===== src/rtl/uart_pkg.sv =====
// rtl/uart_pkg.sv - shared UART state encoding and default frame constants
package uart_pkg;

    // Frame-level states, shared by the transmit and receive stages.
    typedef enum logic [1:0] {
        ST_IDLE  = 2'd0,
        ST_START = 2'd1,
        ST_DATA  = 2'd2,
        ST_STOP  = 2'd3
    } uart_state_t;

    localparam int DEFAULT_OVERSAMPLE = 16;
    localparam int DEFAULT_DATA_BITS  = 8;

endpackage


===== src/rtl/sync_2ff.sv =====
// rtl/sync_2ff.sv - generic two-flop synchronizer with selectable reset value
module sync_2ff #(
    parameter logic RESET_VAL = 1'b0
) (
    input  logic clk,
    input  logic rst,
    input  logic d,
    output logic q
);

    logic meta;

    // Two back-to-back flops give the first stage a full clock to settle.
    always_ff @(posedge clk or negedge rst) begin
        if (!rst) begin
            meta <= RESET_VAL;
            q    <= RESET_VAL;
        end else begin
            meta <= d;
            q    <= meta;
        end
    end

endmodule


===== src/rtl/uart_rx.sv =====
// rtl/uart_rx.sv - oversampling 8N1 serial receiver with framing-error flag
module uart_rx
    import uart_pkg::*;
#(
    parameter int OVERSAMPLE = DEFAULT_OVERSAMPLE,
    parameter int DATA_BITS  = DEFAULT_DATA_BITS
) (
    input  logic                 clk,
    input  logic                 rst,
    input  logic                 sample_tick,
    input  logic                 rx,
    output logic [DATA_BITS-1:0] rx_data,
    output logic                 rx_done,
    output logic                 frame_err,
    output logic                 rx_busy
);

    localparam int TW = $clog2(OVERSAMPLE);
    localparam int BW = (DATA_BITS > 1) ? $clog2(DATA_BITS) : 1;

    localparam logic [TW-1:0] HALF_LAST = TW'(OVERSAMPLE / 2 - 1);
    localparam logic [TW-1:0] TICK_LAST = TW'(OVERSAMPLE - 1);
    localparam logic [BW-1:0] BIT_LAST  = BW'(DATA_BITS - 1);

    logic                 rx_s;
    uart_state_t          state, state_next;
    logic [TW-1:0]        tick_cnt, tick_next;
    logic [BW-1:0]        bit_cnt, bit_next;
    logic [DATA_BITS-1:0] shift, shift_next;
    logic                 done_next, err_next;

    // Idle-high line, so the synchronizer resets to 1 to avoid a false start bit.
    sync_2ff #(
        .RESET_VAL (1'b1)
    ) u_sync (
        .clk (clk),
        .rst (rst),
        .d   (rx),
        .q   (rx_s)
    );

    assign rx_busy = (state != ST_IDLE);

    // State register.
    always_ff @(posedge clk or negedge rst) begin
        if (!rst) begin
            state <= ST_IDLE;
        end else begin
            state <= state_next;
        end
    end

    // Next-state, counter and strobe decode; everything holds between sample ticks.
    always_comb begin
        state_next = state;
        tick_next  = tick_cnt;
        bit_next   = bit_cnt;
        shift_next = shift;
        done_next  = 1'b0;
        err_next   = 1'b0;
        if (sample_tick) begin
            case (state)
                ST_IDLE: begin
                    if (!rx_s) begin
                        state_next = ST_START;
                        tick_next  = '0;
                    end
                end
                ST_START: begin
                    if (tick_cnt == HALF_LAST) begin
                        tick_next = '0;
                        if (!rx_s) begin
                            state_next = ST_DATA;
                            bit_next   = '0;
                        end else begin
                            state_next = ST_IDLE;
                        end
                    end else begin
                        tick_next = tick_cnt + TW'(1);
                    end
                end
                ST_DATA: begin
                    if (tick_cnt == TICK_LAST) begin
                        tick_next  = '0;
                        shift_next = {rx_s, shift[DATA_BITS-1:1]};
                        if (bit_cnt == BIT_LAST) begin
                            state_next = ST_STOP;
                        end else begin
                            bit_next = bit_cnt + BW'(1);
                        end
                    end else begin
                        tick_next = tick_cnt + TW'(1);
                    end
                end
                ST_STOP: begin
                    if (tick_cnt == TICK_LAST) begin
                        tick_next  = '0;
                        state_next = ST_IDLE;
                        if (rx_s) begin
                            done_next = 1'b1;
                        end else begin
                            err_next = 1'b1;
                        end
                    end else begin
                        tick_next = tick_cnt + TW'(1);
                    end
                end
                default: state_next = ST_IDLE;
            endcase
        end
    end

    // Datapath registers and one-clock result strobes.
    always_ff @(posedge clk or negedge rst) begin
        if (!rst) begin
            tick_cnt  <= '0;
            bit_cnt   <= '0;
            shift     <= '0;
            rx_data   <= '0;
            rx_done   <= 1'b0;
            frame_err <= 1'b0;
        end else begin
            tick_cnt  <= tick_next;
            bit_cnt   <= bit_next;
            shift     <= shift_next;
            rx_done   <= done_next;
            frame_err <= err_next;
            if (done_next) begin
                rx_data <= shift;
            end
        end
    end

endmodule


===== config.mk =====
export PLATFORM = sky130hd
export DESIGN_NAME = uart_rx
export DESIGN_NICKNAME = d
export VERILOG_FILES = /design/src/rtl/uart_pkg.sv /design/src/rtl/sync_2ff.sv /design/src/rtl/uart_rx.sv
export SDC_FILE = /design/constraint.sdc
export NUM_CORES = 1
export LEC_CHECK = 0
export BUFFER_PORTS_ARGS = -buffer_cell sky130_fd_sc_hd__clkbuf_2
export CAP_MARGIN = 20
export CORE_MARGIN = 2
export CORE_UTILIZATION = 40
export DETAILED_ROUTE_END_ITERATION = 10
export PLACE_DENSITY_LB_ADDON = 0.15
export REMOVE_ABC_BUFFERS = 1
export SLEW_MARGIN = 20
export SYNTH_ARGS = -nofsm -noshare
export SYNTH_HDL_FRONTEND = slang
export SYNTH_HIERARCHICAL = 1
export SYNTH_SLANG_ARGS = --single-unit

===== constraint.sdc =====
create_clock -name clk -period 2.5 [get_ports clk]
set_clock_uncertainty 0.2 [all_clocks]
set_input_delay 0.125 -clock clk [delete_from_list [all_inputs] [get_ports clk]]
set_output_delay 0.125 -clock clk [all_outputs]
set_load 0.01 [all_outputs]

==> results of run 1 <==
## power by group through the flow
stage	sequential (mW)	clock (mW)	combinational, mW
floorplan	0.626	0	0.182
global placement	0.644	0	0.227
detailed placement	0.648	0	0.230
CTS	0.639	0.492	0.236
global route	0.654	0.510	0.260
finish	0.639	0.481	0.233
## repair_timing
item                                   4_1_cts  5_1_grt
endpoints found under the hold margin       31        0
resized for setup                            0        0
hold buffers                                 3        0
## worst paths after layout
kind                         endpoint
max                        rx_data[3]
min                        rx_data[7]
max reg2reg                rx_data[3]
min reg2reg                  u_sync/q
max in group asynchronous    shift[0]
min in group clk             u_sync/q
## cells by family after synthesis
logic type	Yosys count
flops	29
simple gates	23
mux	19
compound gates	9
buf+inv	6
fa+ha+maj	3
xor+xnor	1
## sequential cells by signal, summed over array words and instances (netlist names), named ones only
signal / count
bit_cnt: 3
frame_err: 1
rx_data: 8
rx_done: 1
shift: 8
state: 1
tick_cnt: 4
u_sync/meta: 1
u_sync/q: 1
## cell type report
cell class | count | area (sq um)
clock buffer | 5 | 37.54
clock inverter | 3 | 65.06
fill | 289 | 1533
inverter | 2 | 7.507
multi-input combinational | 55 | 526.8
sequential | 29 | 728.2
tap | 44 | 55.05
timing repair buffer | 17 | 100.1
## stage by stage
stage	util	cell area (sq um)	setup slack (ns)
floorplan	-	1262	0.5003
global placement	0.4545	1388	0.3901
detailed placement	0.4545	1388	0.3409
CTS	0.4980	1520	0.3296
global route	0.4980	1520	0.2430
finish	0.4980	1520	0.3385
## layer usage
layer  GRT usage  up-vias  wire (um)
li1            -      361          -
met1      0.1646      358        980
met2      0.1859       18        887
met3     0.03838        6         66
met4      0.1025        0         48
met5           0        -          0
## worst max-delay path: cells and delay by family (launching register included)
family	cells	cell delay [ns]
adders and majority gates	1	0.30
DFF	1	0.42
muxes	1	0.38
and+or+nand+nor	2	0.75
## cell usage after synthesis, drive strengths merged
cell type	instances
ha	3
o21ai	2
mux2i	1
or2	2
nand3	2
nand4	2
nand2	6
nor3	1
inv	2
nor2	6
a32o	2
a211oi	1
clkbuf	1
a22o	4
or3	1
dfstp	2
mux2	18
xnor2	1
buf	3
dfrtp	27
nor3b	1
nor4b	2
==> metrics, run 1 <==
share of cells above drive strength 1 0.4324; CP startpoint kind flop; Iter 0 DRT Violations 11; slew margin rel. 0.5284; run status finished clean; first-pass GRT wire length 3.367 mm; Synth area leader dfrtp_1; RR Startpoint tick_cnt[0]; post-route minimum period 2.161 ns; Crit-path slowest cell or3_1; DRC viols 0; Die W 60.87 um; Cells after Synth 90; Power Dens Cells 889.9 mW/mm^2; Yosys warning count 6; main combinational cell family by area after synthesis multiplexers; CTS tree built; CORE AREA 0.003053 sq mm; Critical Path Max Stage Delay 0.58 ns; synthesized area 0.001294 sq mm; Finished Layout Cells 155; final number of setup-violating endpoints 0; top area cells in the synthesized netlist dfrtp_1, mux2_4, mux2_2; hpwl dp 1.381 mm; multiplexer share of the synthesized area 0.1876; CTS Buffer Depth 2; Setup Crit Path Kind reg2reg; Netlist cell types 27; worst skew pair latency 0.33 ns; initial core utilization 0.4238; sequential power share 0.472; Area Growth Syn to Fin 17.50%; drt wl/cell 12.80 um; number of global-route vias before repair 758; WP data arrival 2.18 ns; CP max FO 9; P_int 0.9683 mW; clk slew on worst S/H paths 0.10 ns; via count 743; max-slew violation count 0; root buf cell clkbuf_4; # nets final 117; Cell Chain, Critical Path ha_1, nand4_4, or3_1, mux2_4; most frequent cells in the layout dfrtp_1, clkbuf_2, mux2_2; Hold Slack 0.1578 ns; Clock Sinks 29; WP data required 2.52 ns; Slew @ Worst Pin 0.7075 ns; max-cap viol count 0; Psw 0.3846 mW; Setup Buffers After CTS 0; total track usage 0.1305; die height 60.87 um; P_leak 0.7658 nW; Switching Fraction 0.2842; leading cell type in the layout, fill and taps excluded dfrtp_1; Tcrit/Tclk final 0.8646; Hold Vio Cnt, Final 0; IO buf count 14; dpl cells 144; syn avg cell area 14.37 sq um; pin count of the biggest net entering global routing 30; Pre-antenna DRT Iters 4; Yosys top cell area share 0.5222; r2r worst-path depth 4; xor and xnor area share after synthesis 0.006770; total grt overflow 0; Setup TNS 0 ns; CTS buffer count 5; synthesized flop and latch total 29; Final Power 1.353 mW; Clk network pwr share 0.356; register area share after synthesis 0.5629; CTS H-tree lvls 2; RSZ-0062 raised after global routing false; total detailed-routing wirelength 1.984 mm; IO Count 15; Critical Path Start tick_cnt[0]; post-synthesis adder-cell area fraction 0.02901; Rows 20; die footprint 0.003705 sq mm; final antenna-violating net count 0; vias per cell 4.794; Compound-Gate Fraction of Synth Area 0.05609; worst vdd ir 0.0005164 V; Min-Delay Path Class in2async; Logic pwr share 0.172; endpoint class of the critical path flop; number of antenna cells inserted 0; Post-Synth Simple-Gate Area 0.1277; Final Wtd Congestion 0.7178; reg2reg setup slack 0.34 ns; FMAX 462.7 MHz; antenna violations before repair 0
Power figures use the tool's default switching activity.
==> run 2: changes to the inputs <==
--- a/config.mk
+++ b/config.mk
@@ -5,9 +5,9 @@
 export SDC_FILE = /design/constraint.sdc
 export NUM_CORES = 1
 export LEC_CHECK = 0
+export ABC_AREA = 1
 export BUFFER_PORTS_ARGS = -buffer_cell sky130_fd_sc_hd__clkbuf_2
 export CAP_MARGIN = 20
-export CORE_MARGIN = 2
 export CORE_UTILIZATION = 40
 export DETAILED_ROUTE_END_ITERATION = 10
 export PLACE_DENSITY_LB_ADDON = 0.15
==> metrics, run 2 <==
GRT met1 Usage 0.2161; Hold Vio Cnt, Final 0; Crit-path slowest cell dfrtp_1; Setup Crit Path Kind reg2reg; leading cell type in the layout, fill and taps excluded nand2_1; clk slew on worst S/H paths 0.09 ns; max-cap viol count 0; most numerous cell in the Yosys netlist nand2_1; worst skew pair latency 0.33 ns; CTS Hold Bufs 3; total track usage 0.1594; RSZ-0062 raised after global routing false; die footprint 0.003485 sq mm; Area Growth Syn to Fin 15.87%; Clock Sinks 29; Tcrit/Tclk final 0.6980; CORE AREA 0.003078 sq mm; run status finished clean; Iter 0 DRT Violations 18; top_reg_cell synth dfrtp_1; global-route met3 utilization 0.07205; CP startpoint kind flop; Critical Path Start tick_cnt[0]; Setup Buffers After CTS 0; placed inst area 0.001408 sq mm; Async SR Flop Fraction 1.000; Critical Path Max Stage Delay 0.40 ns; CP bufs+invs 2; total detailed-routing wirelength 2.139 mm; Setup TNS 0 ns; RR Startpoint tick_cnt[0]; CTS Buffer Depth 2; most frequent cells in the layout nand2_1, dfrtp_1, inv_1; share of cells above drive strength 1 0.2547; cell mode on critical path nand2_1; register area share after synthesis 0.5596; Cell Chain, Critical Path ha_1, nand4_2, inv_2, nand4_4, inv_1, nand2_1, nand2_1; worst vdd ir 0.0003004 V; vias per cell 4.595; Cells after Synth 138; number of global-route vias before repair 902; first-pass GRT wire length 3.967 mm; # nets final 167; top area cells in the synthesized netlist dfrtp_1, nand2_1, inv_1; CTS buffer count 5; r2r worst-path depth 7; critical path depth 7; WP data arrival 1.82 ns; via count 942; Yosys warning count 6; CTS resizes 0; CTS H-tree lvls 2; FMAX 573.1 MHz; final antenna-violating net count 0; Pre-antenna DRT Iters 4; DRC viols 0; endpoint class of the critical path flop; Top delay family on crit path simple AND/OR/NAND/NOR gates; IO buf count 14; pin count of the biggest net entering global routing 30; P_leak 0.7776 nW; Synth area leader dfrtp_1; hpwl dp 1.480 mm; Slew @ Worst Pin 0.6820 ns; CTS tree built; WP data required 2.57 ns; Netlist cell types 24; synthesized flop and latch total 29; antenna violations before repair 0; syn avg cell area 9.429 sq um; EDFF count, synth 0; Rows 20; busiest grt layer met2; synthesized area 0.001301 sq mm; slew margin rel. 0.5453; final number of setup-violating endpoints 0; die height 59.04 um; drt wl/cell 10.43 um; design area 0.001508 sq mm; post-route minimum period 1.745 ns; Core Util, Final 0.4898; met2 Use GR 0.2175; CP max FO 15; top cells by count, synth nand2_1, dfrtp_1, inv_1, o21ai_0; IO Count 15; Top Registers rx_data x8, shift x8, tick_cnt x4; Min-Delay Path Class in2async; Final Wtd Congestion 0.7766; Power Dens Cells 762.8 mW/mm^2; Die W 59.04 um; initial core utilization 0.4228; total grt overflow 0; number of antenna cells inserted 0; root buf cell clkbuf_4; Yosys top cell area share 0.5192; max-slew violation count 0
[run 2: cell types whose count changed after synthesis, moves of 5 or more]
cell,before,now
o21ai_0,2,10
mux2_4,8,0
mux2_2,10,0
o21ai_2,0,6
nand2_1,5,37
inv_1,2,18
o21ai_1,0,5
[run 2: per-layer routing]
metal / part of all wire / vias to the layer above
li1: - / 490
met1: 0.48 / 430
met2: 0.46 / 18
met3: 0.049 / 4
met4: 0.014 / 0
met5: 0 / -
[run 2: layout make-up]
| cell class | instances | area (sq um) |
|---|---|---|
| fillers | 301 | 1570 |
| flip-flops and latches | 29 | 728.2 |
| multi-input cells | 86 | 475.5 |
| repair buffers | 17 | 100.1 |
| inverters | 21 | 78.83 |
| clock buffers | 7 | 65.06 |
| well taps | 44 | 55.05 |
| clock inverters | 1 | 5.005 |
[run 2: stage by stage]
step | hold slack (ns) | total power [mW] | instances | worst slack (ns)
after floorplan | -0.3706 | 0.7580 | 136 | 0.9615
after global placement | 0.005656 | 0.8211 | 194 | 0.8036
after detailed placement | 0.009359 | 0.8275 | 194 | 0.7739
after CTS | 0.1635 | 1.162 | 205 | 0.7334
after global routing | 0.1674 | 1.238 | 205 | 0.5874
final | 0.1551 | 1.150 | 205 | 0.7550
[run 2: where the power goes]
| part | internal [mW] | switching, mW | leakage, nW | total, mW |
|---|---|---|---|---|
| clock | 0.163 | 0.160 | 0.0413 | 0.322 |
| combinational | 0.0869 | 0.167 | 0.376 | 0.254 |
| sequential | 0.510 | 0.0636 | 0.360 | 0.573 |
[run 2: worst paths after layout]
path	end	slack, ns
min	tick_cnt[2]	0.16
max	rx_data[7]	0.75
min reg2reg	u_sync/q	0.16
max reg2reg	rx_data[7]	0.75
min in group clk	u_sync/q	0.16
max in group asynchronous	bit_cnt[2]	1.49
[run 2: cells by family after synthesis]
family | share of synthesized area
adder cells (fa/ha/maj) | 0.02885
AND/OR/NAND/NOR | 0.2077
buffers and inverters | 0.07500
XOR/XNOR | 0.006732
AO/OA/AOI/OAI | 0.1221
flip-flops | 0.5596
==> run 3: changes to the inputs <==
==> constraint.sdc (replaced) <==
create_clock -name clk -period 1.6 [get_ports clk]
set_clock_uncertainty 0.2 [all_clocks]
set_input_delay 0.08 -clock clk [delete_from_list [all_inputs] [get_ports clk]]
set_output_delay 0.08 -clock clk [all_outputs]
set_load 0.01 [all_outputs]
==> metrics, run 3 (same netlist as run 2, synthesis figures left out) <==
run status finished clean; Final Wtd Congestion 0.7373; total grt overflow 0; pin count of the biggest net entering global routing 16; Multi-input gate area 536.8 sq um; Die W 59.04 um; drt wl/cell 11.18 um; Fill cells 290; Clk network pwr share 0.296; GRT met1 Usage 0.2319; worst vdd ir 0.0005837 V; number of antenna cells inserted 0; RR Startpoint bit_cnt[1]; vias per cell 4.676; dpl cells 203; clk slew on worst S/H paths 0.09 ns; Hold Slack 0.01814 ns; Setup Crit Path Kind reg2reg; CTS Buffer Depth 2; max-slew violation count 0; Rows 20; P_leak 0.8460 nW; leading cell type in the layout, fill and taps excluded nand2_1; via count 1010; P_int 1.414 mW; first-pass GRT wire length 4.133 mm; CORE AREA 0.003078 sq mm; Switching Fraction 0.3230; share of cells above drive strength 1 0.3663; number of global-route vias before repair 909; max-cap viol count 0; Min-Delay Path Class in2async; total detailed-routing wirelength 2.415 mm; IO Count 15; WP data required 1.61 ns; final antenna-violating net count 0; die footprint 0.003485 sq mm; register area 729.5 sq um; final number of setup-violating endpoints 0; Tcrit/Tclk final 0.9482; Top Registers rx_data x8, shift x8, tick_cnt x4; die height 59.04 um; post-route minimum period 1.517 ns; CTS tree built; Logic pwr share 0.280; CTS buffer count 5; Power Dens Cells 1234 mW/mm^2; Psw 0.6749 mW; Slew @ Worst Pin 0.4217 ns; reg2reg end bit_cnt[2]; Finished Layout Cells 216; WP data arrival 1.52 ns; IO buf count 14; worst skew pair latency 0.32 ns; root buf cell clkbuf_4; FMAX 659.2 MHz; most frequent cells in the layout nand2_1, dfrtp_1, inv_1; Clock Sinks 29; endpoint class of the critical path flop; # nets final 178; CP startpoint kind flop; met2 Use GR 0.2208; sequential power share 0.424; reg2reg setup slack 0.08 ns; Iter 0 DRT Violations 47; DRC viols 0; RSZ-0062 raised after global routing false; slew margin rel. 0.7189; hpwl dp 1.655 mm; Hold Vio Cnt, Final 0; initial core utilization 0.4228; CP max FO 3; Area Growth Syn to Fin 30.10%; Final Power 2.089 mW; global-route met3 utilization 0.06332; total track usage 0.1635; antenna violations before repair 0; r2r worst-path depth 8; busiest grt layer met1; CTS H-tree lvls 2; Pre-antenna DRT Iters 4
## run 3: how the worst max path moves through the flow
stage                     cells past startpoint         from  slack [ns]         end
after floorplan                               6  tick_cnt[0]        0.06  rx_data[1]
after global routing                          8   bit_cnt[1]     0.00004  bit_cnt[2]
final                                         8   bit_cnt[1]        0.08  bit_cnt[2]
after CTS                                     8   bit_cnt[0]      -0.003  bit_cnt[0]
after global placement                        7  tick_cnt[1]       0.008  rx_data[0]
after detailed placement                      7  tick_cnt[0]       -0.03  rx_data[7]
## run 3: what timing repair did
action | CTS | global route
setup buffers | 2 | 0
endpoints found under the setup margin | 10 | 21
pin swaps | 0 | 4
endpoints found under the hold margin | 36 | 0
resized for setup | 0 | 18
hold buffers | 3 | 0
## run 3: critical path, cell delays in order, from the launching register on
cell	delay [ns]
dfrtp_1	0.39
ha_2	0.20
ha_4	0.15
inv_2	0.04
nand2_2	0.05
nand2_2	0.09
nand2_2	0.07
o21ai_0	0.13
o21ai_1	0.08
## run 3: through the flow
stage          utilization  worst slack [ns]   TNS (ns)  area, sq um
5_1_grt             0.5500        0.00004186          0         1693
3_5_place_dp        0.4874          -0.02876   -0.09100         1500
6_report            0.5500           0.08292          0         1693
2_1_floorplan            -           0.06150          0         1282
4_1_cts             0.5297         -0.002700  -0.005200         1630
3_3_place_gp        0.4874          0.007625          0         1500
## run 3: power by group through the flow
stage                     clock, mW  combinational (mW)  sequential, mW
final                         0.619               0.584           0.887
after global placement            0               0.506           0.878
after detailed placement          0               0.510           0.879
after floorplan                   0               0.297           0.888
after CTS                     0.633               0.520           0.865
after global routing          0.672               0.650           0.894
## run 3: metal layers
metal / share of wire / up-vias
met5: 0 / -
met4: 0.025 / 0
met3: 0.054 / 7
met2: 0.45 / 22
met1: 0.47 / 476
li1: - / 505
## run 3: layout make-up
class	count	area share
well taps	44	0.03252
clock inverters	1	0.01774
flip-flops and latches	29	0.4309
inverters	21	0.04656
multi-input cells	86	0.3171
repair buffers	28	0.1227
clock buffers	7	0.03252
